`config.mk`:
```
export PLATFORM = sky130hd
export DESIGN_NAME = uart_ctrl
export DESIGN_NICKNAME = d
export VERILOG_FILES = /design/src/rtl/uart_ctrl.sv
export SDC_FILE = /design/constraint.sdc
export NUM_CORES = 1
export LEC_CHECK = 0
export CORE_ASPECT_RATIO = 0.8
export CORE_MARGIN = 10
export CORE_UTILIZATION = 60
export DETAILED_ROUTE_END_ITERATION = 8
export PLACE_DENSITY = 0.84
export SYNTH_ARGS = -nofsm -noshare
export SYNTH_HDL_FRONTEND = slang
export SYNTH_SLANG_ARGS = --single-unit
```
`constraint.sdc`:
```
create_clock -name clk_i -period 8.4 [get_ports clk_i]
set_input_delay 1.68 -clock clk_i [delete_from_list [all_inputs] [get_ports clk_i]]
set_output_delay 1.68 -clock clk_i [all_outputs]
set_load 0.01 [all_outputs]
```
`src/rtl/uart_ctrl.sv`:
```
// Memory-mapped 8N1 UART: CTRL/STATUS/TXDATA/RXDATA registers, TX and RX FIFOs,
// runtime baud divisor and sticky overrun / framing-error flags.
module uart_ctrl #(
    parameter int FIFO_DEPTH = 8,
    parameter int DIV_RESET  = 868
) (
    input  logic        clk_i,
    input  logic        rst_i,
    input  logic        we_i,
    input  logic [3:0]  be_i,
    input  logic [31:0] addr_i,
    input  logic [31:0] wdata_i,
    output logic [31:0] rdata_o,
    input  logic        rx_i,
    output logic        tx_o
);
    localparam int AW = $clog2(FIFO_DEPTH);
    localparam int PW = AW + 1;

    typedef enum logic [1:0] {TX_IDLE, TX_START, TX_DATA, TX_STOP} tx_state_t;
    typedef enum logic [2:0] {RX_IDLE, RX_START, RX_DATA, RX_STOP, RX_WAIT} rx_state_t;

    logic [15:0] r_div;
    logic        r_tx_en, r_rx_en, r_overrun, r_frame_err;
    logic [7:0]  r_tx_mem [FIFO_DEPTH];
    logic [7:0]  r_rx_mem [FIFO_DEPTH];
    logic [PW-1:0] r_tx_wr, r_tx_rd, r_rx_wr, r_rx_rd;
    tx_state_t   r_tx_state, w_tx_state_next;
    rx_state_t   r_rx_state, w_rx_state_next;
    logic [15:0] r_tx_cnt, r_tx_div, r_rx_cnt, r_rx_div;
    logic [2:0]  r_tx_bit, r_rx_bit;
    logic [7:0]  r_tx_shift, r_rx_shift;
    logic        r_rx_s1, r_rx_s2, r_rx_prev;

    logic [2:0]    w_sel;
    logic [15:0]   w_div_eff;
    logic [PW-1:0] w_tx_count, w_rx_count;
    logic          w_tx_full, w_tx_empty, w_rx_full, w_rx_empty;
    logic          w_tx_push, w_tx_pop, w_rx_push, w_rx_pop, w_rx_push_req, w_rx_ferr;
    logic          w_tx_done, w_rx_done, w_rx_fall, w_tx_o, w_unused;
    logic [7:0]    w_rx_head;

    assign w_unused  = ^{addr_i[31:5], addr_i[1:0], be_i[3], wdata_i[31:18]};
    assign w_sel     = addr_i[4:2];
    assign w_div_eff = (r_div < 16'd4) ? 16'd4 : r_div;

    assign w_tx_count = r_tx_wr - r_tx_rd;
    assign w_rx_count = r_rx_wr - r_rx_rd;
    assign w_tx_full  = (w_tx_count == PW'(FIFO_DEPTH));
    assign w_tx_empty = (w_tx_count == '0);
    assign w_rx_full  = (w_rx_count == PW'(FIFO_DEPTH));
    assign w_rx_empty = (w_rx_count == '0);
    assign w_rx_head  = w_rx_empty ? 8'h00 : r_rx_mem[r_rx_rd[AW-1:0]];

    // A full FIFO still accepts a push when a pop frees a slot in the same cycle.
    assign w_tx_push = we_i && (w_sel == 3'd2) && be_i[0] && (!w_tx_full || w_tx_pop);
    assign w_rx_pop  = we_i && (w_sel == 3'd3) && be_i[0] && !w_rx_empty;
    assign w_rx_push = w_rx_push_req && (!w_rx_full || w_rx_pop);

    always_ff @(posedge clk_i) begin
        if (rst_i) begin
            r_div   <= 16'(DIV_RESET);
            r_tx_en <= 1'b0;
            r_rx_en <= 1'b0;
        end else if (we_i && (w_sel == 3'd0)) begin
            if (be_i[0]) r_div[7:0]  <= wdata_i[7:0];
            if (be_i[1]) r_div[15:8] <= wdata_i[15:8];
            if (be_i[2]) {r_rx_en, r_tx_en} <= wdata_i[17:16];
        end
    end

    always_ff @(posedge clk_i) begin
        if (rst_i) begin
            r_overrun   <= 1'b0;
            r_frame_err <= 1'b0;
        end else begin
            if (we_i && (w_sel == 3'd1) && be_i[0]) begin
                if (wdata_i[5]) r_overrun   <= 1'b0;
                if (wdata_i[6]) r_frame_err <= 1'b0;
            end
            if (w_rx_push_req && w_rx_full && !w_rx_pop) r_overrun <= 1'b1;
            if (w_rx_ferr) r_frame_err <= 1'b1;
        end
    end

    always_ff @(posedge clk_i) begin
        if (w_tx_push) r_tx_mem[r_tx_wr[AW-1:0]] <= wdata_i[7:0];
        if (w_rx_push) r_rx_mem[r_rx_wr[AW-1:0]] <= r_rx_shift;
    end

    always_ff @(posedge clk_i) begin
        if (rst_i) begin
            r_tx_wr <= '0;
            r_tx_rd <= '0;
            r_rx_wr <= '0;
            r_rx_rd <= '0;
        end else begin
            if (w_tx_push) r_tx_wr <= r_tx_wr + 1'b1;
            if (w_tx_pop)  r_tx_rd <= r_tx_rd + 1'b1;
            if (w_rx_push) r_rx_wr <= r_rx_wr + 1'b1;
            if (w_rx_pop)  r_rx_rd <= r_rx_rd + 1'b1;
        end
    end

    // ---------------- TX FSM ----------------
    assign w_tx_done = (r_tx_cnt == '0);

    always_ff @(posedge clk_i) begin
        if (rst_i) r_tx_state <= TX_IDLE;
        else       r_tx_state <= w_tx_state_next;
    end

    always_comb begin
        w_tx_state_next = r_tx_state;
        case (r_tx_state)
            TX_IDLE:  if (w_tx_pop) w_tx_state_next = TX_START;
            TX_START: if (w_tx_done) w_tx_state_next = TX_DATA;
            TX_DATA:  if (w_tx_done && (r_tx_bit == 3'd7)) w_tx_state_next = TX_STOP;
            TX_STOP:  if (w_tx_done) w_tx_state_next = w_tx_pop ? TX_START : TX_IDLE;
            default:  w_tx_state_next = TX_IDLE;
        endcase
    end

    // Popping at the last stop cycle chains frames with no idle gap.
    always_comb begin
        w_tx_pop = r_tx_en && !w_tx_empty &&
                   ((r_tx_state == TX_IDLE) || ((r_tx_state == TX_STOP) && w_tx_done));
        case (r_tx_state)
            TX_START: w_tx_o = 1'b0;
            TX_DATA:  w_tx_o = r_tx_shift[0];
            default:  w_tx_o = 1'b1;
        endcase
    end
    assign tx_o = w_tx_o;

    always_ff @(posedge clk_i) begin
        if (rst_i) begin
            r_tx_cnt   <= '0;
            r_tx_div   <= '0;
            r_tx_bit   <= '0;
            r_tx_shift <= '0;
        end else if (w_tx_pop) begin
            r_tx_shift <= r_tx_mem[r_tx_rd[AW-1:0]];
            r_tx_div   <= w_div_eff;
            r_tx_cnt   <= w_div_eff - 16'd1;
            r_tx_bit   <= '0;
        end else if (r_tx_state != TX_IDLE) begin
            if (w_tx_done) begin
                r_tx_cnt <= r_tx_div - 16'd1;
                if (r_tx_state == TX_DATA) begin
                    r_tx_shift <= r_tx_shift >> 1;
                    r_tx_bit   <= r_tx_bit + 3'd1;
                end
            end else begin
                r_tx_cnt <= r_tx_cnt - 16'd1;
            end
        end
    end

    // ---------------- RX path ----------------
    always_ff @(posedge clk_i) begin
        if (rst_i) begin
            r_rx_s1   <= 1'b1;
            r_rx_s2   <= 1'b1;
            r_rx_prev <= 1'b1;
        end else begin
            r_rx_s1   <= rx_i;
            r_rx_s2   <= r_rx_s1;
            r_rx_prev <= r_rx_s2;
        end
    end

    assign w_rx_fall = r_rx_prev & ~r_rx_s2;
    assign w_rx_done = (r_rx_cnt == '0);

    always_ff @(posedge clk_i) begin
        if (rst_i) r_rx_state <= RX_IDLE;
        else       r_rx_state <= w_rx_state_next;
    end

    always_comb begin
        w_rx_state_next = r_rx_state;
        if (!r_rx_en) begin
            w_rx_state_next = RX_IDLE;
        end else begin
            case (r_rx_state)
                RX_IDLE:  if (w_rx_fall) w_rx_state_next = RX_START;
                RX_START: if (w_rx_done) w_rx_state_next = r_rx_s2 ? RX_IDLE : RX_DATA;
                RX_DATA:  if (w_rx_done && (r_rx_bit == 3'd7)) w_rx_state_next = RX_STOP;
                RX_STOP:  if (w_rx_done) w_rx_state_next = r_rx_s2 ? RX_IDLE : RX_WAIT;
                RX_WAIT:  if (r_rx_s2) w_rx_state_next = RX_IDLE;
                default:  w_rx_state_next = RX_IDLE;
            endcase
        end
    end

    always_comb begin
        w_rx_push_req = r_rx_en && (r_rx_state == RX_STOP) && w_rx_done && r_rx_s2;
        w_rx_ferr     = r_rx_en && (r_rx_state == RX_STOP) && w_rx_done && !r_rx_s2;
    end

    // Start bit is re-checked half a bit in; later samples land mid-bit.
    always_ff @(posedge clk_i) begin
        if (rst_i) begin
            r_rx_cnt   <= '0;
            r_rx_div   <= '0;
            r_rx_bit   <= '0;
            r_rx_shift <= '0;
        end else if (r_rx_state == RX_IDLE) begin
            if (w_rx_fall) begin
                r_rx_div <= w_div_eff;
                r_rx_cnt <= (w_div_eff >> 1) - 16'd1;
                r_rx_bit <= '0;
            end
        end else if (r_rx_state != RX_WAIT) begin
            if (w_rx_done) begin
                r_rx_cnt <= r_rx_div - 16'd1;
                if (r_rx_state == RX_DATA) begin
                    r_rx_shift <= {r_rx_s2, r_rx_shift[7:1]};
                    r_rx_bit   <= r_rx_bit + 3'd1;
                end
            end else begin
                r_rx_cnt <= r_rx_cnt - 16'd1;
            end
        end
    end

    always_comb begin
        rdata_o = '0;
        case (w_sel)
            3'd0: rdata_o = {14'b0, r_rx_en, r_tx_en, r_div};
            3'd1: rdata_o = {16'b0, 4'(w_rx_count), 4'(w_tx_count), 1'b0, r_frame_err,
                             r_overrun, (r_tx_state != TX_IDLE), w_rx_empty, w_rx_full,
                             w_tx_empty, w_tx_full};
            3'd3: rdata_o = {23'b0, !w_rx_empty, w_rx_head};
            default: rdata_o = '0;
        endcase
    end
endmodule

```
## Word-level counts from Yosys, hierarchy flattened

Memories as Yosys holds them, arrays and structs flattened. A register that Yosys moved wholly into a read port is not among the register bits.
Cells that the tools add are included.

| storage, ports and cells | value |
|---|---|
| input bits | 72 |
| flip-flop bits (word level) | 130 |
| memory bits (writable) | 128 |
| memories kept | 2 |
| word-level logic and storage cells | 179 |
| output and inout port bits | 33 |

| operators by class | value |
|---|---|
| multiplexer cells | 48 |
| bitwise gates (word level) | 4 |
| magnitude comparators | 1 |
| add/subtract/negate cells | 14 |
| reductions and logical operators | 63 |
| eq/ne operators | 24 |

Memory list:

| name | words | bits a word | rd ports | clocked after Yosys merged registers in | wr ports | line | text |
|---|---|---|---|---|---|---|---|
| r_rx_mem | 8 | 8 | 1 | 1 | 1 | 26 | `logic [7:0] r_rx_mem [FIFO_DEPTH];` |
| r_tx_mem | 8 | 8 | 1 | 1 | 1 | 25 | `logic [7:0] r_tx_mem [FIFO_DEPTH];` |

Operator list:

| cell | number |
|---|---|
| 16-bit two-way mux | 8 |
| 16-bit by 1-bit subtractor with 16-bit output (second input constant) | 5 |
| 18-bit one-hot mux with 3 select lines | 1 |
| 3-bit two-way mux | 15 |
| 8-bit two-way mux | 5 |
| 16-bit zero test | 2 |
| 2-bit nonzero test | 11 |
| 1-bit logical AND | 21 |
| 2-bit != test (second input constant) | 9 |
| 4-bit by 1-bit adder with 4-bit output (second input constant) | 4 |
| 16-bit by 3-bit less-than comparator with 1-bit output (second input constant) | 1 |
| 15-bit by 1-bit subtractor with 16-bit output (second input constant) | 1 |
| 3-bit one-hot mux with 5 select lines | 1 |
| 2-bit AND reduction | 7 |
| 3-bit by 2-bit == test with 1-bit output (second input constant) | 4 |
| 4-bit AND reduction | 3 |
| 1-bit two-way mux | 11 |
| 2-bit two-way mux | 5 |
| 3-bit == test (second input constant) | 3 |
| 4-bit == test (second input constant) | 2 |
| 4-bit zero test | 2 |
| 2-bit one-hot mux with 4 select lines | 1 |
| 4-bit subtractor | 2 |
| 3-bit by 1-bit adder with 3-bit output (second input constant) | 2 |
| other kinds (14) | 28 |

## Longest topological paths before layout

Gate-level depths: netlist of the first run.

| depth | value |
|---|---|
| depth in word-level cells | 9 |
| mapped depth | 19 |
| mapped depth without buffers | 17 |

## Worst setup path after synthesis of the first run

Ideal clock, no wire load.

| timing path | value |
|---|---|
| path type | input to output |
| from | input addr_i[3] |
| to | output rdata_o[8] |
| arrival time | 2803 ps |
| slack | 3917 ps |
| required time | 6720 ps |
| buffers on the path | 2 |
| stages on the path | 5 |
| path through | nor3_1 > clkbuf_1 > clkbuf_1 > nand2_1 > o211ai_1 |

| on the way | value |
|---|---|
| cells in the longest elaborated chain, start to end | 2 |
| elaborated cells between the ends (all ways) | 4 |

Ends and longest elaborated chain:

| item | line | text |
|---|---|---|
| start: declaration | 11 | `input logic [31:0] addr_i,` |
| 3-bit by 2-bit == test with 1-bit output (tied with other cells) | 230 | `case (w_sel)` |
| 18-bit one-hot mux with 3 select lines * | 230 |  |
| end: declaration | 13 | `output logic [31:0] rdata_o,` |

Mark *: on every way between the ends. The rest lies on a longest branch, timed or not.

## Worst setup path in the final report of the first run

| timing path | value |
|---|---|
| from | input addr_i[3] |
| to | output rdata_o[6] |

The elaborated chain is that of the path after synthesis.

==> flow_summary.yaml, run 1 <==
status:
  run_status: "complete, no violations"
die:
  start_util: 0.617
  die_w_um: 180
  die-area_um2: 26700
  die_h_um: 148
  core_um2: 20000
  rows: 46
  ios: 105
hold_path:
  min_path_cells: 1
  hold_class: "reg -> reg"
  min_to: "r_rx_s2$_SDFF_PP1_"
  hp-start: "r_rx_s1$_SDFF_PP1_"
routing:
  vias: 9447
  drtIter0Drc: 1225
  via_per_inst: 6.47
  antenna_left: 0
  drt_wl_total_um: 31300
  drc: 0
  wire_per_inst_um: 21.5
  dr.pass1.iters: 8
synth:
  synth_cell_types: 78
  synth_cells: 1158
  syn_avg_cell_area_um2: 10.6
  synthTopCellsByArea: "edfxtp_1 (31%), dfxtp_1 (22%), mux4_2 (5.9%)"
  yosysSeqAreaShare: 0.533
  yosysTopAreaCell: "edfxtp_1"
  synth_ff_type: "dfxtp_1"
  ys_ff_latch: 264
  synth_area_um2: 12300
  ys_warn_count: 0
  synth-async-reset-ratio: 0
  synth_edf_count: 128
  yosys.area.top_type_share: 0.312
power:
  power.density_nw_per_um2: 225
  p_leak_uw: 0.00454
  vdd_drop_max_mv: 0.197
clock_network:
  cts-root-buf: "clkbuf_16"
  insertion_delay_ns: 0.54
  htreeDepth: 1
  clk_pin_slew_worst_paths_ns: 0.06
  post_cts_resized: 0
  cts_made_buffers: 25
  cts_hold_buffers: 0
  max-clock-path-buffers: 3
  cts_sinks: 264
  post_cts_buffers: 0
  cts_tree: "built"
timing:
  slew_headroom: 0.185
  setup_viol: 0
  finalHoldViolCount: 0
  tightest_slew_ns: 1.22
  clock.fmax_mhz: 168
  fin_skew_ns: 0.0118
  report.final.slew_viol_count: 0
  min_period_ns: 5.96
  timing.final.crit_share: 0.710
  rsz0062_at_grt: "false"
  final.setup.tns_ns: 0
critical_path:
  worstSetupStartpointType: "input pin"
  rr_startpoint: "r_tx_rd[0]$_SDFFE_PP0N_"
  arrival_ns: 4.28
  worstPathRequired_ns: 6.72
  rrSetupSlack_ns: 3.80
  worst-setup-path-type: "in -> out"
  r2r_cells: 15
  crit_fanout: 23
  timing.rr.end: "r_tx_cnt[12]$_SDFFE_PP0P_"
  critPathLaunch: "addr_i[3]"
  crit_path_end_kind: "output port"
final_layout:
  drive_gt1_frac: 0.0912
  nNetsFinal: 1272
  syn_to_final_growth_pct: 11.3
  layout.cells.non_filler: 1459
  fill_cells: 1405
  antenna_cells: 0
grt:
  antenna_found_initial: 0
  globalRouteOverflowTotal: 0
  grt_pass1_wl_um: 49200
  grt_max_degree: 76
  track_usage: 0.225
  grt_pass1_vias: 8884
place:
  dp_hpwl_um: 20000
  gp_congestion: 0.891
  place_inst: 1414
  portBuffers: 46
run:
  cap_violations: 0
[report_power, final]
group / switching, µW / internal, µW
registers: 26.2 / 1370
clock network: 483 / 643
logic: 372 / 191
[area by class of cell]
type / count / area [µm²] / share of cell area
clock inverters: 7 / 100 / 0.00731
repair buffers: 63 / 586 / 0.0427
well taps: 264 / 330 / 0.0241
flip-flops and latches: 264 / 6570 / 0.479
inverters: 21 / 78.8 / 0.00575
clock buffers: 38 / 704 / 0.0514
multi-input cells: 802 / 5340 / 0.389
[placed cells by master (no fill, tap or decap), types with 8 or more instances in the layout]
cell             instances
dfxtp_1                136
mux4_2                  32
nand3_1                 30
a22oi_1                  9
clkbuf_16               25
a31oi_1                 27
nand2_1                143
and3_1                  14
inv_1                   21
and2_1                  10
a211oi_1                23
a311oi_1                11
o211ai_1                 9
mux2i_1                 36
nor2_1                 105
o21ai_0                 38
edfxtp_1               128
xor2_1                  12
buf_4                   18
clkbuf_1                10
clkdlybuf4s50_1         45
nor3_1                  32
ha_1                    21
or3_1                    9
conb_1                  14
nand2b_1                 8
xnor2_1                 16
a21oi_1                 80
nand3b_1                 8
nor4_1                  10
[metal layers]
layer  wire length [µm]  global-route usage  part of all wire
met1              12600               0.294              0.40
met4                922              0.0675             0.029
met5                  0                   0                 0
met2              15100               0.377              0.48
met3               2660              0.0390             0.085
[stage by stage]
step	instance area (µm²)	utilization	total power (µW)	hold WS [ns]	setup slack, ns
6_report	13700	0.686	3080	0.411	2.44
5_1_grt	13700	0.686	3190	0.428	2.22
4_1_cts	13700	0.686	3070	0.410	2.48
3_5_place_dp	12900	0.646	1960	0.400	2.52
3_3_place_gp	12900	0.646	1950	0.392	2.57
2_1_floorplan	12400	-	1840	0.389	3.92
[how the worst max path moves through the flow]
stage / to / slack, ns / cells after the start
3_5_place_dp: rdata_o[0] / 2.52 / 5
6_report: rdata_o[6] / 2.44 / 5
2_1_floorplan: rdata_o[8] / 3.92 / 5
5_1_grt: rdata_o[6] / 2.22 / 5
3_3_place_gp: rdata_o[0] / 2.57 / 5
4_1_cts: rdata_o[6] / 2.48 / 5
[registers in the layout, indices dropped and copies added, names as in the netlist, 8 cells and up, named ones only]
| signal | cells |
|---|---|
| r_tx_cnt | 16 |
| r_rx_cnt | 16 |
| r_tx_mem | 64 |
| r_tx_div | 16 |
| r_rx_div | 16 |
| r_tx_shift | 8 |
| r_rx_mem | 64 |
| r_rx_shift | 8 |
| r_div | 16 |
[Yosys cell counts (4+ instances only)]
master	count
nand2_1	143
dfxtp_1	136
edfxtp_1	128
nor2_1	106
a21oi_1	80
clkbuf_1	45
o21ai_0	38
mux2i_1	36
nor3_1	35
mux4_2	32
nand3_1	30
a31oi_1	27
a211oi_1	23
ha_1	21
inv_1	21
buf_2	17
xnor2_1	16
buf_4	15
and3_1	14
xor2_1	12
a311oi_1	11
and2_1	10
nor4_1	10
a22oi_1	9
o211ai_1	9
or3_1	9
nand2b_1	8
nand3b_1	8
a211o_1	7
o21a_1	7
or2_2	7
or4_1	7
buf_1	6
a21o_1	5
nand4_1	4
nor2b_1	4
o221ai_1	4
[worst max-delay path: stages]
cell             delay [ns]
clkdlybuf4s50_1        0.55
nor3_2                 1.02
a22oi_1                0.24
o21ai_0                0.20
clkdlybuf4s50_1        0.59
[cells by family (layout without fill, tap and decap cells)]
group,after synthesis,in the layout,share of synthesized area
and+or+nand+nor,414,414,0.161
DFF,264,264,0.533
AOI/OAI and AO/OA,254,254,0.134
buffers and inverters,105,129,0.0389
muxes,69,69,0.0887
xor gates and xnor gates,28,28,0.0199
adders and majority gates,23,23,0.0246
other,1,14,0.000305
(Power assumes the default switching activity.)
==> run 2: changes to the inputs <==
Settings changed: CORE_UTILIZATION 60 to 58, PLACE_DENSITY 0.84 to 0.82.
Clock period 8.4 ns to 6.1 ns, I/O delays scaled along.
==> run 2 against run 1 <==
Against the previous run:
- final cell count increased by 0.69%
- core utilization decreased by 2.6 points
- global-route usage decreased by 1.9 points
- count of clock-buffer cells in the layout decreased by 3
- critical path type unchanged
- critical endpoint is now rdata_o[0]
- largest cell class unchanged
- largest power group unchanged
==> flow_summary.yaml, run 2 (synthesized netlist as in run 1, its figures left out) <==
die:
  rows: 47
  die-area_um2: 27500
  core_um2: 20800
  die_h_um: 150
  ios: 105
  die_w_um: 183
  start_util: 0.593
timing:
  final.setup.tns_ns: 0
  setup_viol: 0
  rsz0062_at_grt: "false"
  timing.final.crit_share: 0.793
  finalHoldViolCount: 0
  report.final.slew_viol_count: 0
  slew_headroom: 0.264
  clock.fmax_mhz: 207
  fin_skew_ns: 0.00860
  tightest_slew_ns: 1.10
  min_period_ns: 4.84
critical_path:
  crit_fanout: 19
  arrival_ns: 3.62
  worstSetupStartpointType: "input pin"
  cp_cell_sequence: "clkdlybuf4s50_1, nor3_2, a21oi_1, o21ai_0, clkdlybuf4s50_1"
  critPathMostFrequentCell: "clkdlybuf4s50_1"
  worstPathRequired_ns: 4.88
  crit_path_end_kind: "output port"
  crit_slowest_cell: "nor3_2"
  rrSetupSlack_ns: 1.87
  slowest_delay_ns: 0.90
  worst-setup-path-type: "in -> out"
clock_network:
  cts_sinks: 264
  cts_hold_buffers: 0
  cts_tree: "built"
  cts-root-buf: "clkbuf_16"
  post_cts_buffers: 0
  clk_pin_slew_worst_paths_ns: 0.06
  post_cts_resized: 0
  cts_made_buffers: 25
  max-clock-path-buffers: 3
  htreeDepth: 1
  insertion_delay_ns: 0.53
power:
  p_leak_uw: 0.00453
  vdd_drop_max_mv: 0.319
  power.density_nw_per_um2: 306
run:
  cap_violations: 0
place:
  placed_area_um2: 12900
  gp_congestion: 0.901
  dp_hpwl_um: 19800
  portBuffers: 46
routing:
  via_per_inst: 6.29
  drc: 0
  drtIter0Drc: 1059
  drt_wl_total_um: 29400
  vias: 9233
  wire_per_inst_um: 20.0
  antenna_left: 0
  dr.pass1.iters: 5
grt:
  antenna_found_initial: 3
  globalRouteOverflowTotal: 0
  grt_max_degree: 74
  grt_pass1_wl_um: 46200
  track_usage: 0.206
  grt_pass1_vias: 8497
final_layout:
  nNetsFinal: 1274
  fill_cells: 1551
  syn_to_final_growth_pct: 11.2
  mostFrequentLayoutCells: "nand2_1 (143), dfxtp_1 (136), edfxtp_1 (128), nor2_1 (105), a21oi_1 (80)"
  final_area_um2: 13700
  drive_gt1_frac: 0.0935
  layout_commonest_cell: "nand2_1"
status:
  run_status: "complete, no violations"
hold_path:
  hold_class: "reg -> reg"
==> run 2: cell types whose count changed in the layout (fill, tap and decap cells not counted), sizes merged <==
cell / before / now
buf: 18 / 20
bufinv: 2 / 0
clkbuf: 38 / 35
clkinv: 4 / 8
clkinvlp: 0 / 2
diode: 0 / 2
==> run 2: through the flow <==
step / cells / util / setup WS, ns / hold slack, ns / total power [µW]
6_report: 1469 / 0.660 / 1.26 / 0.417 / 4190
5_1_grt: 1467 / 0.660 / 1.12 / 0.427 / 4350
4_1_cts: 1467 / 0.660 / 1.29 / 0.422 / 4180
3_5_place_dp: 1421 / 0.622 / 1.29 / 0.403 / 2720
3_3_place_gp: 1421 / 0.622 / 1.39 / 0.398 / 2710
2_1_floorplan: 1171 / - / 2.33 / 0.389 / 2540
==> run 2: worst max-delay path, delay by kind of cell <==
kind                   cells  cell delay, ns
buffers and inverters      2            1.06
and+or+nand+nor            1            0.90
AOI/OAI and AO/OA          2            0.43
==> run 2: report_power, final <==
group,total [µW],internal [µW],switching (µW)
Clock,1470,811,663
Combinational,796,283,513
Sequential,1920,1880,37.7
==> run 2: layer usage <==
metal / track usage / up-vias / share of wire
li1: - / 4318 / -
met1: 0.281 / 4476 / 0.43
met2: 0.330 / 376 / 0.47
met3: 0.0386 / 61 / 0.075
met4: 0.0580 / 2 / 0.026
met5: 0 / - / 0.00068
==> run 2: worst paths after layout <==
kind / start / cells after the start / end
max: addr_i[3] / 5 / rdata_o[0]
min: r_rx_s1$_SDFF_PP1_ / 1 / r_rx_s2$_SDFF_PP1_
max reg2reg: r_tx_wr[0]$_SDFFE_PP0P_ / 15 / r_tx_cnt[10]$_SDFFE_PP0P_
min reg2reg: r_rx_s1$_SDFF_PP1_ / 1 / r_rx_s2$_SDFF_PP1_
==> run 2: area by class of cell <==
type,count,area [µm²],share of cell area
Antenna cell,2,5.00,0.000365
Clock buffer,35,703,0.0513
Clock inverter,11,75.1,0.00548
Inverter,21,78.8,0.00576
Multi-Input combinational cell,802,5330,0.389
Sequential cell,264,6570,0.479
Tap cell,269,337,0.0246
Timing Repair Buffer,65,601,0.0439
